## src/rtl/if_fetch_unit_pkg.sv

```systemverilog
// Shared widths, control literals and the fetch-buffer entry type
// for the instruction fetch unit.
package if_fetch_unit_pkg;

  localparam int InstAddrBus = 32;
  localparam int InstBus     = 32;

  localparam logic [InstBus-1:0] ZeroWord = 32'h0000_0000;

  localparam logic RstEnable   = 1'b1;
  localparam logic RstDisable  = 1'b0;
  localparam logic ChipEnable  = 1'b1;
  localparam logic ChipDisable = 1'b0;

  typedef struct packed {
    logic [InstAddrBus-1:0] pc;
    logic [InstBus-1:0]     inst;
  } fetch_entry_t;

  function automatic logic [InstAddrBus-1:0] word_align(
    input logic [InstAddrBus-1:0] a
  );
    return {a[InstAddrBus-1:2], 2'b00};
  endfunction

endpackage

```

## src/rtl/if_fetch_unit_fifo.sv

```systemverilog
// Two-entry {pc,inst} buffer; entry 0 is always the head.
// Flush empties it; push and pop in the same cycle keep the count.
module fetch_fifo
  import if_fetch_unit_pkg::*;
(
  input  logic         clk,
  input  logic         rst,
  input  logic         push_i,
  input  logic         pop_i,
  input  logic         flush_i,
  input  fetch_entry_t din_i,
  output logic [1:0]   count_o,
  output fetch_entry_t head_o
);

  fetch_entry_t e0_q, e0_d;
  fetch_entry_t e1_q, e1_d;
  logic [1:0]   cnt_q, cnt_d;

  always_comb begin
    e0_d  = e0_q;
    e1_d  = e1_q;
    cnt_d = cnt_q;
    unique case (1'b1)
      flush_i: cnt_d = 2'd0;
      (push_i && pop_i): begin
        if (cnt_q == 2'd2) begin
          e0_d = e1_q;
          e1_d = din_i;
        end else begin
          e0_d = din_i;
        end
      end
      (push_i && !pop_i): begin
        if (cnt_q == 2'd0) e0_d = din_i;
        else               e1_d = din_i;
        cnt_d = cnt_q + 2'd1;
      end
      (pop_i && !push_i): begin
        e0_d  = e1_q;
        cnt_d = cnt_q - 2'd1;
      end
      default: ;
    endcase
  end

  always_ff @(posedge clk) begin
    if (rst == RstEnable) begin
      e0_q  <= '{pc: ZeroWord, inst: ZeroWord};
      e1_q  <= '{pc: ZeroWord, inst: ZeroWord};
      cnt_q <= 2'd0;
    end else begin
      e0_q  <= e0_d;
      e1_q  <= e1_d;
      cnt_q <= cnt_d;
    end
  end

  assign count_o = cnt_q;
  assign head_o  = e0_q;

endmodule

```

## src/rtl/if_fetch_unit.sv

```systemverilog
// Instruction fetch unit: credit-limited ROM requests feeding a
// 2-entry buffer, with redirect flush and valid/ready delivery.
module if_fetch_unit
  import if_fetch_unit_pkg::*;
#(
  parameter logic [31:0] RESET_PC = 32'h0000_0000,
  parameter int          DEPTH    = 2
) (
  input  logic                   clk,
  input  logic                   rst,
  output logic                   rom_ce_o,
  output logic [InstAddrBus-1:0] rom_addr_o,
  input  logic [InstBus-1:0]     rom_data_i,
  input  logic                   branch_flag_i,
  input  logic [InstAddrBus-1:0] branch_target_addr_i,
  output logic                   id_valid_o,
  input  logic                   id_ready_i,
  output logic [InstAddrBus-1:0] id_pc_o,
  output logic [InstBus-1:0]     id_inst_o
);

  if (DEPTH != 2) begin : g_bad_depth
    $error("if_fetch_unit: only DEPTH=2 is supported");
  end

  logic [InstAddrBus-1:0] pc_q, pc_d;
  logic [InstAddrBus-1:0] req_pc_q;
  logic                   inflight_q;
  logic                   kill_q;

  logic [1:0]   count;
  fetch_entry_t head;
  fetch_entry_t din;
  logic [2:0]   credit;
  logic         pop;
  logic         push;
  logic [1:0]   unused_tgt_lsb;

  assign unused_tgt_lsb = branch_target_addr_i[1:0];

  assign pop    = id_valid_o & id_ready_i;
  assign credit = {1'b0, count}
                + {2'b00, inflight_q}
                - {2'b00, pop};

  // Only request when the buffer can absorb every outstanding response.
  always_comb begin
    rom_ce_o = ChipDisable;
    if (rst == RstDisable && !branch_flag_i && credit < 3'd2)
      rom_ce_o = ChipEnable;
  end

  assign push = inflight_q & ~kill_q & ~branch_flag_i;
  assign din  = '{pc: req_pc_q, inst: rom_data_i};

  always_comb begin
    pc_d = pc_q;
    unique case (1'b1)
      branch_flag_i: pc_d = word_align(branch_target_addr_i);
      (!branch_flag_i && rom_ce_o): pc_d = pc_q + 32'd4;
      default: ;
    endcase
  end

  always_ff @(posedge clk) begin
    if (rst == RstEnable) begin
      pc_q       <= RESET_PC;
      req_pc_q   <= ZeroWord;
      inflight_q <= 1'b0;
      kill_q     <= 1'b0;
    end else begin
      pc_q       <= pc_d;
      inflight_q <= rom_ce_o;
      kill_q     <= branch_flag_i;
      if (rom_ce_o) req_pc_q <= pc_q;
    end
  end

  fetch_fifo u_fifo (
    .clk     (clk),
    .rst     (rst),
    .push_i  (push),
    .pop_i   (pop & ~branch_flag_i),
    .flush_i (branch_flag_i),
    .din_i   (din),
    .count_o (count),
    .head_o  (head)
  );

  assign rom_addr_o = pc_q;
  assign id_valid_o = (count != 2'd0);
  assign id_pc_o    = head.pc;
  assign id_inst_o  = head.inst;

endmodule

```

## config.mk

```make
export PLATFORM = sky130hd
export DESIGN_NAME = if_fetch_unit
export DESIGN_NICKNAME = d
export VERILOG_FILES = /design/src/rtl/if_fetch_unit_pkg.sv /design/src/rtl/if_fetch_unit_fifo.sv /design/src/rtl/if_fetch_unit.sv
export SDC_FILE = /design/constraint.sdc
export NUM_CORES = 1
export LEC_CHECK = 0
export CAP_MARGIN = 10
export CORE_ASPECT_RATIO = 0.75
export CORE_MARGIN = 2
export CORE_UTILIZATION = 54
export CTS_CLUSTER_SIZE = 12
export DETAILED_ROUTE_END_ITERATION = 12
export HOLD_SLACK_MARGIN = 0.15
export PLACE_DENSITY = 0.77
export SKIP_CTS_REPAIR_TIMING = 1
export SYNTH_ARGS = -nofsm -noshare
export SYNTH_HDL_FRONTEND = slang
export SYNTH_HIERARCHICAL = 1
export SYNTH_SLANG_ARGS = --single-unit
```

## constraint.sdc

```tcl
create_clock -name clk -period 3.8 [get_ports clk]
set_clock_uncertainty 0.05 [all_clocks]
set_input_delay 0.38 -clock clk [delete_from_list [all_inputs] [get_ports clk]]
set_output_delay 0.38 -clock clk [all_outputs]
set_load 0.01 [all_outputs]
```

==> results of run 1 <==
==> sequential cells by signal, indices dropped and copies added, names as in the netlist <==
register and cells:
u_fifo/e1_q 64, u_fifo/head_o 64, req_pc_q 30, rom_addr_o 30
u_fifo/count_o 2, inflight_q 1, kill_q 1
==> worst register-to-register path, stage by stage, from the launching register on <==
cell      delay (ns)
dfxtp_1         0.31
or2_2           0.31
and2_1          0.17
ha_1            0.26
nand2b_1        0.15
fa_1            0.49
or3b_2          0.47
nand2b_4        0.18
buf_4           0.28
nor4_1          0.35
a21oi_1         0.07
a21oi_1         0.15
==> cell families after synthesis <==
| kind of cell | after synthesis | synth area share |
|---|---|---|
| other | 1 | 0.000381 |
| xor gates and xnor gates | 23 | 0.0213 |
| buffers and inverters | 106 | 0.0677 |
| adders and majority gates | 8 | 0.0109 |
| and+or+nand+nor | 374 | 0.198 |
| DFF | 192 | 0.391 |
| AOI/OAI and AO/OA | 204 | 0.177 |
| muxes | 131 | 0.133 |
==> through the flow <==
step / power, mW / utilization / instance area (µm²) / hold WS (ns)
floorplan: 2.56 / - / 9860 / 0.411
global placement: 2.81 / 0.643 / 11400 / 0.400
detailed placement: 2.82 / 0.643 / 11400 / 0.405
CTS: 4.66 / 0.676 / 12000 / 0.273
global route: 4.80 / 0.677 / 12000 / 0.289
finish: 4.63 / 0.677 / 12000 / 0.287
==> path summary, 6_finish.rpt <==
check | slack [ns] | to | start
worst max-delay path | 0.36 | rom_ce_o | u_fifo/count_o[1]$_SDFFE_PP0P_
worst min register to register | 0.42 | u_fifo/head_o[31]$_SDFFE_PP0P_ | u_fifo/head_o[31]$_SDFFE_PP0P_
worst min-delay path | 0.29 | req_pc_q[6]$_SDFFE_PP0P_ | rst
worst max register to register | 0.49 | rom_addr_o[10]$_SDFFE_PP0P_ | u_fifo/count_o[1]$_SDFFE_PP0P_
==> cell usage in the layout, fill, tap and decap left out, drive strengths merged, types with 3 or more instances in the layout <==
cell type,n
a211oi,12
a21oi,43
a221o,64
a311oi,4
a31oi,3
a32o,64
and2,7
and3,3
and4,5
buf,23
bufinv,3
clkbuf,19
clkdlybuf4s50,159
clkinv,4
conb,8
dfxtp,192
ha,7
inv,17
mux2i,131
nand2,150
nand2b,131
nand3,12
nand4,10
nor2,25
nor3,9
nor3b,3
nor4,13
o21ai,3
o22ai,3
or3,3
xnor2,20
xor2,3
==> area by class of cell <==
class,count,share of cell area
flip-flops and latches,192,0.320
inverters,13,0.00427
clock buffers,19,0.0368
clock inverters,12,0.0130
repair buffers,183,0.154
well taps,242,0.0252
multi-input cells,748,0.447
==> power by group <==
| group | switching, mW | total, mW | internal (mW) | leakage, nW |
|---|---|---|---|---|
| sequential | 0.0804 | 2.16 | 2.08 | 1.56 |
| clock | 0.794 | 1.85 | 1.06 | 0.294 |
| combinational | 0.309 | 0.620 | 0.310 | 2.91 |
| total | 1.18 | 4.63 | 3.45 | 4.76 |
==> per-layer routing <==
layer  vias to the layer above  routed length [µm]  track usage
li1                       4003                   -            -
met1                      4067               12100        0.359
met2                       232               11600        0.427
met3                        23                1270       0.0499
met4                         0                 264       0.0676
met5                         -                   0            0
==> metrics.csv, run 1 <==
stage;metric;value;unit
run;Max Cap Viol;0;
timing;Final period util;0.905;
floorplanning;Die ar.;0.0193;mm²
worst_setup_path;Largest stage delay, worst path;0.49;ns
floorplanning;Site Rows;42;
worst_setup_path;crit path buf inv count;2;
worst_setup_path;Critical Path, Cell by Cell;or2_2, and2_1, ha_1, nand2b_1, fa_1, or3b_2, nand2b_4, inv_1, dlymetal6s2s_1;
drt;DRC;0;
timing;max_slew headroom;0.452;
worst_hold_path;Hold Path Class;input port to flop;
power;Pwr Density;385;mW/mm²
synthesis;Area contributors post-synth;dfxtp_1 (39%), mux2i_1 (13%), nand2b_1 (8.3%), a221o_1 (6.5%), a32o_1 (6.5%);
drt;Total Wirelength;25200;µm
final_layout;layout cells sized above 1;0.0617;
synthesis;Seq/Total Area, Yosys;0.391;
final_layout;FILL cells;1469;
final_layout;diode count;0;
clock_network;clock-pin slew on the worst setup and hold paths;0.07;ns
synthesis;top-count cell post-synth;dfxtp_1;
worst_setup_path;Crit-path slowest cell;fa_1;
drt;DR WL/cell;17.9;µm
placement;dpl ws;0.189;ns
timing;final setup margin;0.362;ns
placement;Buffers on Ports;161;
floorplanning;Die Width;160;µm
power;Peak VDD IR;0.269;mV
drt;vias;8325;
worst_setup_path;Worst setup EP type;output port;
floorplanning;core box area;0.0178;mm²
floorplanning;Die Y;121;µm
run_status;status;finished clean;
synthesis;number of synthesized flops with an enable pin;0;
final_layout;Seq. cell area;0.00384;mm²
worst_setup_path;CP Depth;9;
synthesis;Post-Synthesis Cell Area;0.00983;mm²
worst_setup_path;Worst EP arrival;3.01;ns
clock_network;Clock Sinks;192;
global_route;initial antenna violation count;0;
clock_network;# H-tree levels;4;
drt;Initial DRC Count;786;
synthesis;number of synthesized register bits;192;
global_route;vias in the first global route;8054;
drt;DRT Pass-1 Iters;5;
floorplanning;Starting Density;0.554;
placement;placed insts;1378;
worst_setup_path;Critical Path Source Type;flop;
clock_network;Worst-Skew Late Latency;0.43;ns
synthesis;Top FF cell, synth;dfxtp_1;
worst_setup_path;Worst EP required;3.37;ns
clock_network;Clk Tree Root Cell;clkbuf_16;
final_layout;area delta synth->final;22.3;%
worst_setup_path;CP delay by family, top;simple AND/OR/NAND/NOR gates;
timing;Setup-failing EPs final;0;
clock_network;CTS Buf Count;17;
timing;minimum clock period;3.44;ns
clock_network;worst-case clock buffer depth;2;
clock_network;CTS tree;built;
synthesis;Synth cell types;56;
synthesis;async set or reset register ratio after synthesis;0;
synthesis;share of the synthesized area in the top cell type;0.391;
floorplanning;I/O pins;166;
worst_hold_path;Hold Path Cell Cnt;2;
timing;Final Max Slew Viols;0;
placement;DP HPWL;15700;µm
global_route;Overflow after GRT;0;
global_route;first-pass GRT wire length;41200;µm
timing;setup TNS;0;ns
power;Pleak;4.76;nW
timing;final hold violations;0;
placement;Final Wtd Congestion;0.853;
worst_setup_path;Crit Path Category;flop to output port;
worst_setup_path;FF-to-FF path depth;11;
global_route;all-layer global routing usage;0.262;
synthesis;top cells by count, synth;dfxtp_1 (192), nand2_1 (150), mux2i_1 (131), nand2b_1 (130);
final_layout;Final Net Count;1231;
timing;RSZ-0062 raised after global routing;false;
timing;Max Clock Freq;291;MHz
global_route;largest net degree at the start of global routing;98;
drt;Vias/cell;5.91;
worst_setup_path;Worst Path Max Fanout;3;
drt;DRT antenna net count;0;
synthesis;Synth warnings;6;
synthesis;Syn Inst Count;1039;
synthesis;syn avg cell area;9.46;µm²
synthesis;Synth area leader;dfxtp_1;
timing;Worst Tran Pin Value;0.822;ns
final_layout;Post-Layout Cell Count;1409;
final_layout;Multi-input gate area;0.00538;mm²
No activity file was read; power rests on OpenSTA's default activity.
==> inputs of run 2 (changes only) <==
Settings changed: CORE_ASPECT_RATIO 0.75 to 0.7, CORE_UTILIZATION 54 to 58, PLACE_DENSITY 0.77 to 0.82.
Clock period 3.8 ns to 4.4 ns, I/O delays scaled along.
==> run 2 against run 1 <==
Compared with the run above: setup slack worse by 0.22 ns; critical path depth stayed put; critical endpoint unchanged; count of clock-buffer cells in the layout is 1 higher.
==> metrics.csv, run 2 (synthesis gave the netlist of run 1 again) <==
stage;metric;value;unit
run_status;status;finished clean;
worst_setup_path;worst r2r src;u_fifo/count_o[0]$_SDFFE_PP0P_;
timing;worst hold slack;0.417;ns
worst_hold_path;worst min-delay path endpoint;u_fifo/head_o[56]$_SDFFE_PP0P_;
drt;DRT Pass-1 Iters;5;
drt;DRC;0;
placement;Buffers on Ports;161;
worst_hold_path;Hold Path Cell Cnt;1;
floorplanning;Die ar.;0.0180;mm²
final_layout;Post-Layout Cell Count;1391;
drt;DR WL/cell;18.0;µm
drt;DR top layer;met4;
global_route;Overflow after GRT;0;
clock_network;CTS Buf Count;17;
clock_network;# H-tree levels;4;
worst_hold_path;Hold Path Class;flop to flop;
worst_setup_path;Worst setup EP type;output port;
clock_network;Clk Tree Root Cell;clkbuf_16;
final_layout;diode count;0;
timing;max_slew headroom;0.334;
placement;dpl ws;0.489;ns
floorplanning;Die Y;113;µm
timing;setup TNS;0;ns
floorplanning;Starting Density;0.598;
final_layout;most frequent cells in the layout;dfxtp_1 (192), clkdlybuf4s50_1 (160), nand2_1 (150), mux2i_1 (131), nand2b_1 (130);
timing;RSZ-0062 raised after global routing;false;
final_layout;layout cells sized above 1;0.0600;
drt;DRT antenna net count;0;
timing;final hold violations;0;
timing;Final period util;0.969;
power;Peak VDD IR;0.227;mV
final_layout;Final Net Count;1229;
floorplanning;I/O pins;166;
worst_setup_path;Worst Path Max Fanout;8;
timing;Setup-failing EPs final;0;
worst_setup_path;Crit Path Category;flop to output port;
worst_setup_path;Critical Path Source Type;flop;
final_layout;area delta synth->final;21.4;%
drt;metal2 WL;11800;µm
worst_setup_path;Worst EP arrival;3.77;ns
placement;Final Wtd Congestion;0.891;
floorplanning;Die Width;160;µm
power;Pwr Density;331;mW/mm²
final_layout;Finished Cell Area;0.0119;mm²
timing;Final Max Slew Viols;0;
clock_network;Clock Sinks;192;
placement;placed insts;1359;
timing;Max Clock Freq;235;MHz
clock_network;CTS tree;built;
clock_network;worst-case clock buffer depth;2;
global_route;vias in the first global route;7992;
worst_setup_path;r2r setup slk;0.70;ns
worst_hold_path;Hold Startpoint;u_fifo/head_o[56]$_SDFFE_PP0P_;
timing;minimum clock period;4.26;ns
global_route;initial antenna violation count;0;
final_layout;commonest non-fill, non-tap cell in the layout;dfxtp_1;
drt;WL met3;1630;µm
placement;DP HPWL;15600;µm
worst_setup_path;Worst EP required;3.91;ns
floorplanning;core box area;0.0164;mm²
global_route;largest net degree at the start of global routing;102;
drt;Vias/cell;6.03;
global_route;all-layer global routing usage;0.273;
timing;final setup margin;0.138;ns
drt;Total Wirelength;25000;µm
global_route;first-pass GRT wire length;40300;µm
timing;Worst Tran Pin Value;0.998;ns
run;Max Cap Viol;0;
placement;Area after DPL;0.0113;mm²
worst_setup_path;R2R Path End;rom_addr_o[10]$_SDFFE_PP0P_;
clock_network;clock-pin slew on the worst setup and hold paths;0.07;ns
drt;Initial DRC Count;655;
worst_setup_path;FF-to-FF path depth;11;
drt;M1 wire length;11300;µm
power;Pleak;4.70;nW
clock_network;Worst-Skew Late Latency;0.44;ns
floorplanning;Site Rows;39;
drt;vias;8392;
run 2: critical path, stage by stage, from the launching register on:
cell             delay, ns
dfxtp_1               0.39
or2_2                 0.34
and2_1                0.17
ha_1                  0.27
nand2b_1              0.16
fa_1                  0.64
or3b_2                0.49
nand2b_1              0.22
inv_1                 0.12
clkdlybuf4s50_1       0.54
run 2: final cells by class:
type	instances	area, µm²
multi-input combinational	748	5370
fill	1277	4510
sequential	192	3840
timing repair buffer	181	1800
clock buffer	20	457
tap	225	282
clock inverter	12	134
inverter	13	51.3
run 2: report_power, final:
| group | internal (mW) | switching, mW |
|---|---|---|
| logic | 0.263 | 0.264 |
| clock network | 0.870 | 0.686 |
| registers | 1.80 | 0.0685 |
run 2: metrics by stage:
stage / util / total power [mW]
CTS: 0.726 / 3.96
global placement: 0.690 / 2.42
detailed placement: 0.690 / 2.43
finish: 0.726 / 3.95
global route: 0.726 / 4.09
floorplan: - / 2.21
run 2: routing by layer:
| layer | GRT usage | vias up |
|---|---|---|
| li1 | - | 3993 |
| met1 | 0.365 | 4102 |
| met2 | 0.453 | 275 |
| met3 | 0.0528 | 22 |
| met4 | 0.0745 | 0 |
| met5 | 0 | - |
run 2: worst max-delay path by stage:
stage | start | end
2_1_floorplan | u_fifo/count_o[1]$_SDFFE_PP0P_ | rom_ce_o
3_3_place_gp | id_ready_i | rom_ce_o
3_5_place_dp | id_ready_i | rom_ce_o
4_1_cts | u_fifo/count_o[0]$_SDFFE_PP0P_ | rom_ce_o
5_1_grt | u_fifo/count_o[0]$_SDFFE_PP0P_ | rom_ce_o
6_report | u_fifo/count_o[0]$_SDFFE_PP0P_ | rom_ce_o
==> inputs of run 3 (changes only) <==
Settings changed: CORE_MARGIN 2 to 10, SKIP_LAST_GASP set to 1.
==> run 3 against run 2 <==
Compared with the run above: sequential share of layout area hardly changed; global-route usage is 4.3 points lower; core utilization is 0.17 points lower; final cell count is 0.14% lower; critical path depth stayed put; die area is 26% higher; register-to-register slack better by 0.04 ns; setup slack better by 0.045 ns; clock power is 3% higher; highest routed layer unchanged.
==> metrics.csv, run 3 (synthesis gave the netlist of run 1 again) <==
stage;metric;value;unit
run_status;status;finished clean;
timing;max_slew headroom;0.282;
timing;Max Clock Freq;237;MHz
worst_setup_path;Worst Path Max Fanout;8;
worst_setup_path;Worst setup EP type;output port;
clock_network;clock-pin slew on the worst setup and hold paths;0.07;ns
floorplanning;Die Width;176;µm
drt;Vias/cell;6.05;
power;Pwr Density;335;mW/mm²
timing;RSZ-0062 raised after global routing;false;
global_route;first-pass GRT wire length;43200;µm
global_route;Overflow after GRT;0;
worst_hold_path;Hold Path Class;flop to flop;
clock_network;Clk Tree Root Cell;clkbuf_16;
worst_setup_path;Crit-path slowest cell;fa_2;
timing;minimum clock period;4.22;ns
placement;DP HPWL;16800;µm
worst_setup_path;Worst EP required;3.91;ns
drt;Total Wirelength;26600;µm
floorplanning;Starting Density;0.596;
worst_setup_path;Crit Path Category;flop to output port;
worst_hold_path;Hold Path Cell Cnt;1;
worst_setup_path;r2r setup slk;0.74;ns
final_layout;FILL cells;1296;
global_route;largest net degree at the start of global routing;129;
clock_network;Clock Sinks;192;
worst_setup_path;crit path from;u_fifo/count_o[0]$_SDFFE_PP0P_;
final_layout;Core Util, Final;0.724;
worst_setup_path;Largest stage delay, worst path;0.61;ns
floorplanning;Die ar.;0.0226;mm²
worst_setup_path;Crit path top cell by count;nand2b_1;
clock_network;Worst-Skew Late Latency;0.43;ns
power;Peak VDD IR;0.236;mV
timing;final hold violations;0;
worst_setup_path;R2R Path End;rom_addr_o[25]$_SDFFE_PP0P_;
placement;Final Wtd Congestion;0.920;
worst_hold_path;worst min-delay path endpoint;u_fifo/head_o[22]$_SDFFE_PP0P_;
final_layout;diode count;0;
floorplanning;Site Rows;39;
final_layout;layout cells sized above 1;0.0601;
drt;DR WL/cell;19.1;µm
timing;setup TNS;0;ns
drt;Initial DRC Count;876;
drt;DRT Pass-1 Iters;7;
global_route;vias in the first global route;8132;
timing;Final period util;0.958;
worst_setup_path;worst r2r src;u_fifo/count_o[0]$_SDFFE_PP0P_;
floorplanning;Die Y;129;µm
worst_setup_path;Worst EP arrival;3.73;ns
clock_network;# H-tree levels;4;
clock_network;CTS tree;built;
timing;Setup-failing EPs final;0;
run;Max Cap Viol;0;
worst_setup_path;FF-to-FF path depth;10;
worst_hold_path;Hold Startpoint;u_fifo/head_o[22]$_SDFFE_PP0P_;
drt;vias;8404;
clock_network;worst-case clock buffer depth;2;
drt;DRC;0;
timing;Worst Tran Pin Value;1.08;ns
floorplanning;core box area;0.0165;mm²
floorplanning;I/O pins;166;
final_layout;commonest non-fill, non-tap cell in the layout;dfxtp_1;
global_route;initial antenna violation count;0;
final_layout;area delta synth->final;21.4;%
placement;Buffers on Ports;161;
clock_network;CTS Buf Count;17;
worst_setup_path;Critical Path Source Type;flop;
timing;Final Max Slew Viols;0;
final_layout;most frequent cells in the layout;dfxtp_1 (192), clkdlybuf4s50_1 (160), nand2_1 (150), mux2i_1 (131), nand2b_1 (130);
drt;DRT antenna net count;0;
worst_setup_path;Critical Path, Cell by Cell;or2_2, and2_1, ha_1, nand2b_1, fa_2, or3b_2, nand2b_1, inv_1, clkdlybuf4s50_1;
global_route;all-layer global routing usage;0.229;
final_layout;Final Net Count;1228;
power;Pleak;4.70;nW
timing;worst hold slack;0.414;ns
-- run 3: changes by cell type in the layout (fill, tap and decap cells not counted), sizes merged --
cell    previous run  this run
bufinv             2         3
buf               21        20
inv               15        14
clkinv             3         4
clkbuf            20        18
-- run 3: critical path, delay by kind of cell, from the launching register on --
kind          cells  cell delay (ns)
fa+ha+maj         2             0.87
buf+inv           2             0.66
flops             1             0.40
simple gates      5             1.38
-- run 3: layer usage --
layer | wire length, µm | global-route usage
met4 | 264 | 0.0591
met5 | 0 | 0
met2 | 12700 | 0.377
met3 | 1880 | 0.0567
met1 | 11700 | 0.296
-- run 3: final cells by class --
cell class	count	area, µm²	area share
Clock buffer	18	439	0.0368
Clock inverter	13	164	0.0137
Inverter	13	51.3	0.00430
Multi-Input combinational cell	748	5370	0.450
Sequential cell	192	3840	0.322
Tap cell	225	282	0.0236
Timing Repair Buffer	180	1790	0.150
-- run 3: worst max-delay path by stage --
stage,slack (ns),endpoint,cells past startpoint
floorplan,0.95,rom_ce_o,9
global placement,0.54,rom_ce_o,9
detailed placement,0.51,rom_ce_o,9
CTS,0.14,rom_ce_o,9
global route,0.04,rom_ce_o,9
finish,0.18,rom_ce_o,9
-- run 3: per-stage QoR --
step / setup slack [ns] / area (µm²) / power (mW) / cells
2_1_floorplan: 0.950 / 9860 / 2.21 / 1046
3_3_place_gp: 0.536 / 11300 / 2.42 / 1358
3_5_place_dp: 0.505 / 11300 / 2.43 / 1358
4_1_cts: 0.142 / 11900 / 4.02 / 1389
5_1_grt: 0.0365 / 11900 / 4.14 / 1389
6_report: 0.183 / 11900 / 4.00 / 1389
-- run 3: power breakdown --
group / switching, mW / leakage [nW] / total (mW) / internal, mW
registers: 0.0687 / 1.56 / 1.87 / 1.80
logic: 0.268 / 2.86 / 0.531 / 0.263
clock network: 0.692 / 0.280 / 1.60 / 0.907
total: 1.03 / 4.70 / 4.00 / 2.97
